`config.mk`:
```
export PLATFORM = sky130hd
export DESIGN_NAME = cci_mpf_prim_ooo_responder
export DESIGN_NICKNAME = d
export VERILOG_FILES = /design/src/rtl/cci_mpf_prim_ooo_responder.sv
export SDC_FILE = /design/constraint.sdc
export NUM_CORES = 2
export LEC_CHECK = 0
export CORE_MARGIN = 2
export CORE_UTILIZATION = 56
export CTS_CLUSTER_SIZE = 20
export DETAILED_ROUTE_END_ITERATION = 12
export PLACE_DENSITY_LB_ADDON = 0.05
export SLEW_MARGIN = 10
export SYNTH_ARGS = -nofsm -noshare
export SYNTH_HDL_FRONTEND = slang
export SYNTH_SLANG_ARGS = --single-unit
```
`constraint.sdc`:
```
create_clock -name clk -period 5.3 [get_ports clk]
set_input_delay 1.06 -clock clk [delete_from_list [all_inputs] [get_ports clk]]
set_output_delay 1.06 -clock clk [all_outputs]
set_load 0.01 [all_outputs]
```
`src/rtl/cci_mpf_prim_ooo_responder.sv`:
```
// ============================================================================
// cci_mpf_prim_ooo_responder
//
// Out-of-order responder model. It accepts tagged requests one per cycle and
// parks each one in a free slot with a countdown. When a slot's countdown
// reaches zero the slot competes in a rotating-priority arbiter. The winner
// is returned one cycle later on the rsp_* port. Responses therefore come
// back in an order scrambled by per-request latency and by the arbiter start
// point. Both of these can be randomized from a free-running LFSR.
//
// The output has no backpressure. This matches a reorder buffer whose
// payload write port is always ready.
//
// Ports
//   clk        in   clock
//   reset      in   synchronous, active-high reset; drops all pending work
//   random_en  in   1 = LFSR-randomized latency and arbiter start point
//   req_en     in   accept a request this cycle (only legal when notFull)
//   req_tag    in   request tag (ROB index), returned unchanged
//   req_data   in   request payload, returned unchanged
//   notFull    out  at least one free slot (from registered state)
//   numActive  out  number of occupied slots
//   rsp_valid  out  response valid this cycle; the consumer must take it
//   rsp_tag    out  tag of the response
//   rsp_data   out  payload of the response
// ============================================================================
module cci_mpf_prim_ooo_responder #(
    parameter int          N_ENTRIES         = 16,
    parameter int          N_TAG_BITS        = 5,
    parameter int          N_DATA_BITS       = 64,
    parameter int          MIN_LATENCY       = 2,
    parameter int          RAND_LATENCY_BITS = 4,
    parameter logic [15:0] LFSR_SEED         = 16'h1
) (
    input  logic                          clk,
    input  logic                          reset,
    input  logic                          random_en,
    input  logic                          req_en,
    input  logic [N_TAG_BITS-1:0]         req_tag,
    input  logic [N_DATA_BITS-1:0]        req_data,
    output logic                          notFull,
    output logic [$clog2(N_ENTRIES):0]    numActive,
    output logic                          rsp_valid,
    output logic [N_TAG_BITS-1:0]         rsp_tag,
    output logic [N_DATA_BITS-1:0]        rsp_data
);

    localparam int IDX_BITS = $clog2(N_ENTRIES);
    // The width holds MIN_LATENCY plus the largest random extra. The load
    // sum therefore cannot overflow.
    localparam int CNT_BITS = $clog2(MIN_LATENCY + (1 << RAND_LATENCY_BITS)) + 1;
    localparam int ENT_BITS = N_TAG_BITS + N_DATA_BITS;
    // An all-zero Galois LFSR would lock up, so a zero seed becomes 1.
    localparam logic [15:0] SEED = (LFSR_SEED == 16'h0) ? 16'h1 : LFSR_SEED;

    typedef logic [IDX_BITS-1:0] idx_t;
    typedef logic [CNT_BITS-1:0] cnt_t;
    typedef logic [IDX_BITS:0]   num_t;

    // ------------------------------------------------------------------
    // Elaboration-time parameter checks
    // ------------------------------------------------------------------
    // The wrap-around arbiter relies on natural index overflow. That only
    // works when N_ENTRIES is a power of 2.
    if (N_ENTRIES < 2 || (N_ENTRIES & (N_ENTRIES - 1)) != 0) begin : g_bad_entries
        $fatal(1, "cci_mpf_prim_ooo_responder: N_ENTRIES must be a power of 2 and at least 2");
    end

    if (RAND_LATENCY_BITS < 0 || RAND_LATENCY_BITS > 16) begin : g_bad_rand_bits
        $fatal(1, "cci_mpf_prim_ooo_responder: RAND_LATENCY_BITS must be 0..16");
    end

    if (MIN_LATENCY < 0) begin : g_bad_min_latency
        $fatal(1, "cci_mpf_prim_ooo_responder: MIN_LATENCY must be >= 0");
    end

    // ------------------------------------------------------------------
    // Free-running 16-bit Galois LFSR (mask 16'hB400)
    // ------------------------------------------------------------------
    logic [15:0] lfsr_q;
    logic [15:0] lfsr_d;

    always_comb begin
        lfsr_d = lfsr_q >> 1;
        if (lfsr_q[0]) begin
            lfsr_d = (lfsr_q >> 1) ^ 16'hB400;
        end
    end

    // ------------------------------------------------------------------
    // Slot state
    // ------------------------------------------------------------------
    logic [N_ENTRIES-1:0] valid_q;
    logic [N_ENTRIES-1:0] valid_d;
    cnt_t                 cnt_q [N_ENTRIES];
    cnt_t                 cnt_d [N_ENTRIES];
    logic [N_ENTRIES-1:0] elig;

    num_t                 num_active_q;
    num_t                 num_active_d;

    logic                 rsp_valid_q;
    logic [ENT_BITS-1:0]  rsp_ent_q;

    // The tag and payload only need to be read for the single winner, so
    // they live in a memory array with a registered read port. The
    // registered read is also the output register.
    logic [ENT_BITS-1:0]  ent_mem [N_ENTRIES];

    logic                 accept;
    idx_t                 alloc_idx;
    idx_t                 start_idx;
    idx_t                 probe_idx;
    idx_t                 win_idx;
    logic                 win_valid;
    cnt_t                 rand_extra;
    cnt_t                 cnt_load;

    assign notFull   = (num_active_q != num_t'(N_ENTRIES));
    assign numActive = num_active_q;
    // A request while full is dropped. The assertion below reports it.
    assign accept    = req_en && notFull;

    // ------------------------------------------------------------------
    // Latency load value
    // ------------------------------------------------------------------
    if (RAND_LATENCY_BITS > 0) begin : g_rand_latency
        assign rand_extra = random_en ? cnt_t'(lfsr_q[RAND_LATENCY_BITS-1:0]) : '0;
    end else begin : g_fixed_latency
        assign rand_extra = '0;
    end

    assign cnt_load = cnt_t'(MIN_LATENCY) + rand_extra;

    // ------------------------------------------------------------------
    // Allocation: lowest-index slot that is free in the registered state.
    // A slot released this cycle is therefore not reused until next cycle.
    // ------------------------------------------------------------------
    always_comb begin
        alloc_idx = '0;
        for (int i = N_ENTRIES - 1; i >= 0; i--) begin
            if (!valid_q[i]) begin
                alloc_idx = idx_t'(i);
            end
        end
    end

    // ------------------------------------------------------------------
    // Arbitration: first eligible slot at or after start_idx, with
    // wrap-around. The loop scans offsets from high to low, so the smallest
    // offset is assigned last and wins. The idx_t addition wraps modulo
    // N_ENTRIES by construction.
    // ------------------------------------------------------------------
    assign start_idx = random_en ? lfsr_q[15 -: IDX_BITS] : '0;

    always_comb begin
        win_valid = 1'b0;
        win_idx   = '0;
        probe_idx = '0;
        for (int k = N_ENTRIES - 1; k >= 0; k--) begin
            probe_idx = start_idx + idx_t'(k);
            if (elig[probe_idx]) begin
                win_valid = 1'b1;
                win_idx   = probe_idx;
            end
        end
    end

    // ------------------------------------------------------------------
    // Per-slot next state
    // ------------------------------------------------------------------
    for (genvar gi = 0; gi < N_ENTRIES; gi++) begin : g_slot
        logic alloc_here;
        logic win_here;

        assign alloc_here = accept && (alloc_idx == idx_t'(gi));
        assign win_here   = win_valid && (win_idx == idx_t'(gi));
        assign elig[gi]   = valid_q[gi] && (cnt_q[gi] == '0);

        // Allocation only targets an invalid slot, and the winner is always
        // valid. The two can never hit the same slot in one cycle.
        assign valid_d[gi] = alloc_here ? 1'b1 : (valid_q[gi] && !win_here);
        assign cnt_d[gi]   = alloc_here            ? cnt_load :
                             (cnt_q[gi] != '0)     ? cnt_q[gi] - 1'b1 :
                                                     cnt_q[gi];
    end

    // Simultaneous accept and release leaves the count unchanged.
    assign num_active_d = num_active_q + num_t'(accept) - num_t'(win_valid);

    // ------------------------------------------------------------------
    // State registers
    // ------------------------------------------------------------------
    always_ff @(posedge clk) begin
        if (reset) begin
            lfsr_q       <= SEED;
            valid_q      <= '0;
            num_active_q <= '0;
            rsp_valid_q  <= 1'b0;
            for (int i = 0; i < N_ENTRIES; i++) begin
                cnt_q[i] <= '0;
            end
        end else begin
            lfsr_q       <= lfsr_d;
            valid_q      <= valid_d;
            num_active_q <= num_active_d;
            rsp_valid_q  <= win_valid;
            for (int i = 0; i < N_ENTRIES; i++) begin
                cnt_q[i] <= cnt_d[i];
            end
        end
    end

    // Payload storage and registered read. Contents are don't-care while
    // the matching valid bit is clear, so no reset is needed.
    always_ff @(posedge clk) begin
        if (accept) begin
            ent_mem[alloc_idx] <= {req_tag, req_data};
        end
        rsp_ent_q <= ent_mem[win_idx];
    end

    assign rsp_valid = rsp_valid_q;
    assign rsp_tag   = rsp_ent_q[ENT_BITS-1 -: N_TAG_BITS];
    assign rsp_data  = rsp_ent_q[N_DATA_BITS-1:0];

    // ------------------------------------------------------------------
    // Protocol check: the requester must honour notFull.
    // ------------------------------------------------------------------
    always_ff @(posedge clk) begin
        if (!reset) begin
            assert (!(req_en && !notFull))
                else $fatal(1, "cci_mpf_prim_ooo_responder: request while full, dropped");
        end
    end

endmodule

```
==> results.tsv <==
stage	metric	value	unit
sta	PnR worst setup slack	232	ps
critical_path	Reg2Reg Depth	17	
route	Vias/cell	6.80	
power	peak supply drop	327	uV
cts	TritonCTS Sinks	1307	
cts	clk_lat worst skew	740	ps
synth	Yosys warnings	0	
global_route	largest net degree at the start of global routing	90	
cts	CTS tree	built	
synth	Cell variety after synth	88	
sta	Max Slew Vio Count	0	
final_layout	synth-to-layout area growth	19.1	%
synth	register area share after synthesis	65.7	%
synth	share of the synthesized area in the top cell type	58.5	%
final_layout	fin cells	5620	
die	Die Wd	322	um
sta	maximum clock rate	197	MHz
global_route	GRT overflow	0	
critical_path	CP Capture Point	rsp_ent_q[66]	
sta	total negative slack	0	ps
synth	Synth Area in Compound Gates	16.7	%
cts	Clock Tree Root	clkbuf_16	
synth	fraction of the mapped netlist area in simple logic gates	6.56	%
place	Final Wtd Congestion	0.869	
hold_path	Hold Crit Class	flip-flop to flip-flop	
die	Rows	116	
critical_path	Worst Path Required	5920	ps
cts	maximum clock path buffer count	3	
power	Pwr per Cell Area	546	nW/um2
die	io pins	149	
route	total wire length	163	mm
global_route	Global Route Usage Sum	31.3	%
cts	level count of the clock H-tree	4	
synth	Cells after Synth	3840	
cts	Reg clk slew, reported paths	60	ps
critical_path	Arr. time, crit path	5690	ps
route	Antenna Nets Post-Route	0	
final_layout	layout net count	4334	
synth	Async SR Flop Fraction	0	%
route	Initial DRC Count	3995	
route	Initial DRT Pass Iterations	6	
place	# port buffers	148	
sta	crit path time final	5070	ps
synth	post-synthesis mux area share	5.56	%
route	WL/cell	29.0	um
synth	EDFF count, synth	1104	
route	DRC	0	
critical_path	R2R Path End	rsp_ent_q[66]	
sta	final worst path period share	95.6	%
sta	RSZ-0062 raised after global routing	no	
final_layout	layout cells sized above 1	20.5	%
place	DP Wirelength	97.9	mm
power	cell leakage power	23.5	nW
die	Die Y	322	um
synth	Synth Cell Area	56600	um2
place	pre-CTS setup slack	-920	ps
global_route	first-pass GRT wire length	243	mm
critical_path	WS Path Type	flip-flop to flip-flop	
final_layout	Final Util	67.3	%
synth	post-synthesis adder-cell area fraction	1.05	%
hold_path	hold path startpoint	lfsr_q[5]	
sta	Slew @ Worst Pin	1050	ps
cts	total CTS buffers	135	
route	vias	38239	
synth	number of synthesized register bits	1307	
synth	Syn Nets	3960	
place	Placed Cells	5373	
sta	Final setup viols	0	
sta	clk_skew	21.8	ps
synth	Synth Flop Type	edfxtp_1	
status	status	finished clean	
sta	final hold viol count	0	
global_route	vias in the first global route	38410	
critical_path	CP max FO	52	
synth	top cells by area, synth	edfxtp_1 (59%), dfxtp_1 (7.2%), o311a_1 (4.8%)	
critical_path	startpoint types	flip-flop	
cts	CTS Hold Bufs	0	
critical_path	Setup crit end kind	flip-flop	
synth	Synth Area in XOR/XNOR	1.09	%
synth	Syn Area/Cell	14.7	um2
run	Max Cap Violations	0	
critical_path	RR Startpoint	cnt_q[1][24]	
critical_path	R2R Setup Slk	230	ps
sta	hold_ws	446	ps
synth	main combinational cell family by area after synthesis	compound AO/OA/AOI/OAI gates	
global_route	initial antenna violation count	9	
synth	post-synth top area cell	edfxtp_1	
die	core area	100000	um2
sta	max_slew headroom	29.9	%
die	Starting Density	56.6	%
critical_path	critical path startpoint	cnt_q[1][24]	
die	Die ar.	104000	um2
==> layer usage <==
metal  track usage (%)  wire, um
met1              43.4     67200
met2              50.3     77400
met3              5.44     13000
met4              10.9      5190
met5                 0        70
==> worst min path at each step <==
stage / endpoint / depth (start not counted)
final: lfsr_q[4] / 1
after global routing: lfsr_q[6] / 1
after CTS: lfsr_q[5] / 1
after detailed placement: lfsr_q[5] / 1
after global placement: lfsr_q[5] / 1
after floorplan: lfsr_q[3] / 1
==> layout by cell type (no fill, tap or decap), types with 82 or more instances in the layout <==
cell,count
a211oi_2,100
nand2_1,144
o311a_1,272
o211ai_1,90
nor2_1,101
dfxtp_1,203
a21oi_1,150
nor4_1,142
edfxtp_1,1104
clkdlybuf4s50_1,146
buf_4,329
clkbuf_16,142
mux4_2,88
and2_1,82
a211o_1,205
buf_12,101
==> area by class of cell <==
cell class	count	area (um2)
clock inverters	53	554
flip-flops and latches	1307	37200
diodes	2	5.00
multi-input cells	2119	17800
fillers	6934	32700
clock buffers	190	3880
inverters	71	303
well taps	1298	1620
repair buffers	580	6030
==> flip-flops by register name (all words and copies together), names as in the netlist <==
name and flops:
cnt_q 96, rsp_ent_q 69, lfsr_q 16, ent_mem 1104
valid_q 16, numActive 5, rsp_valid 1
==> cell usage after synthesis (6+ instances only) <==
| master | n |
|---|---|
| nor4_1 | 142 |
| nand3_1 | 29 |
| mux2_1 | 68 |
| xnor2_1 | 40 |
| nor3b_1 | 15 |
| o2111ai_1 | 9 |
| o211ai_1 | 90 |
| xor2_1 | 25 |
| nor2b_1 | 29 |
| a21oi_1 | 153 |
| or3_1 | 20 |
| nor2_1 | 105 |
| a21o_1 | 6 |
| ha_1 | 46 |
| a21boi_0 | 11 |
| buf_6 | 26 |
| a2111oi_0 | 13 |
| mux2i_1 | 24 |
| nor3_1 | 68 |
| buf_1 | 6 |
| edfxtp_1 | 1104 |
| mux2_2 | 9 |
| inv_1 | 64 |
| nand2_1 | 146 |
| a311oi_1 | 8 |
| and3_1 | 9 |
| buf_2 | 49 |
| mux4_2 | 88 |
| nand4_1 | 35 |
| o31ai_1 | 6 |
| a211oi_2 | 98 |
| and2_1 | 83 |
| o21a_1 | 8 |
| dfxtp_1 | 203 |
| o311a_1 | 272 |
| a211o_1 | 205 |
| clkbuf_1 | 252 |
| a221oi_1 | 73 |
| a211oi_1 | 80 |
| buf_4 | 10 |
| o21ai_0 | 23 |
==> stage by stage <==
step | total power, W | instance area (um2)
6_report | 0.0368 | 67400
3_3_place_gp | 0.0269 | 62900
5_1_grt | 0.0384 | 67400
2_1_floorplan | 0.0213 | 56700
3_5_place_dp | 0.0273 | 62900
4_1_cts | 0.0368 | 67300
==> report_power, final <==
group	total (W)	leakage [nW]	switching [W]	internal, W
clock network	0.00950	2.17	0.00394	0.00556
logic	0.0148	9.63	0.00819	0.00660
registers	0.0125	11.7	0.000540	0.0120
==> cell families after synthesis <==
| family | Yosys count |
|---|---|
| flops | 1307 |
| compound gates | 1107 |
| mux | 192 |
| simple gates | 704 |
| buf+inv | 415 |
| xor+xnor | 68 |
| fa+ha+maj | 47 |
==> worst max-delay path, stage by stage, from the launching register on <==
cell and delay [ps]:
dfxtp_1 330, inv_1 130, ha_1 180, nor3b_1 560
nand4_1 350, buf_4 240, o2111ai_1 100, nand4_1 180
buf_4 210, mux2i_1 450, a311oi_1 160, o2111a_1 330
and3_1 210, a221o_4 550, buf_12 260, buf_4 210
a211oi_2 390, a211oi_2 60
==> timing repair <==
item                                    4_1_cts  5_1_grt
resized for setup                             2       15
setup buffers                                 0        1
hold endpoints to repair                      0        0
endpoints found under the setup margin       18       74
gates cloned                                  0        1
pin swaps                                     0        8
No activity file was read; power rests on OpenSTA's default activity.
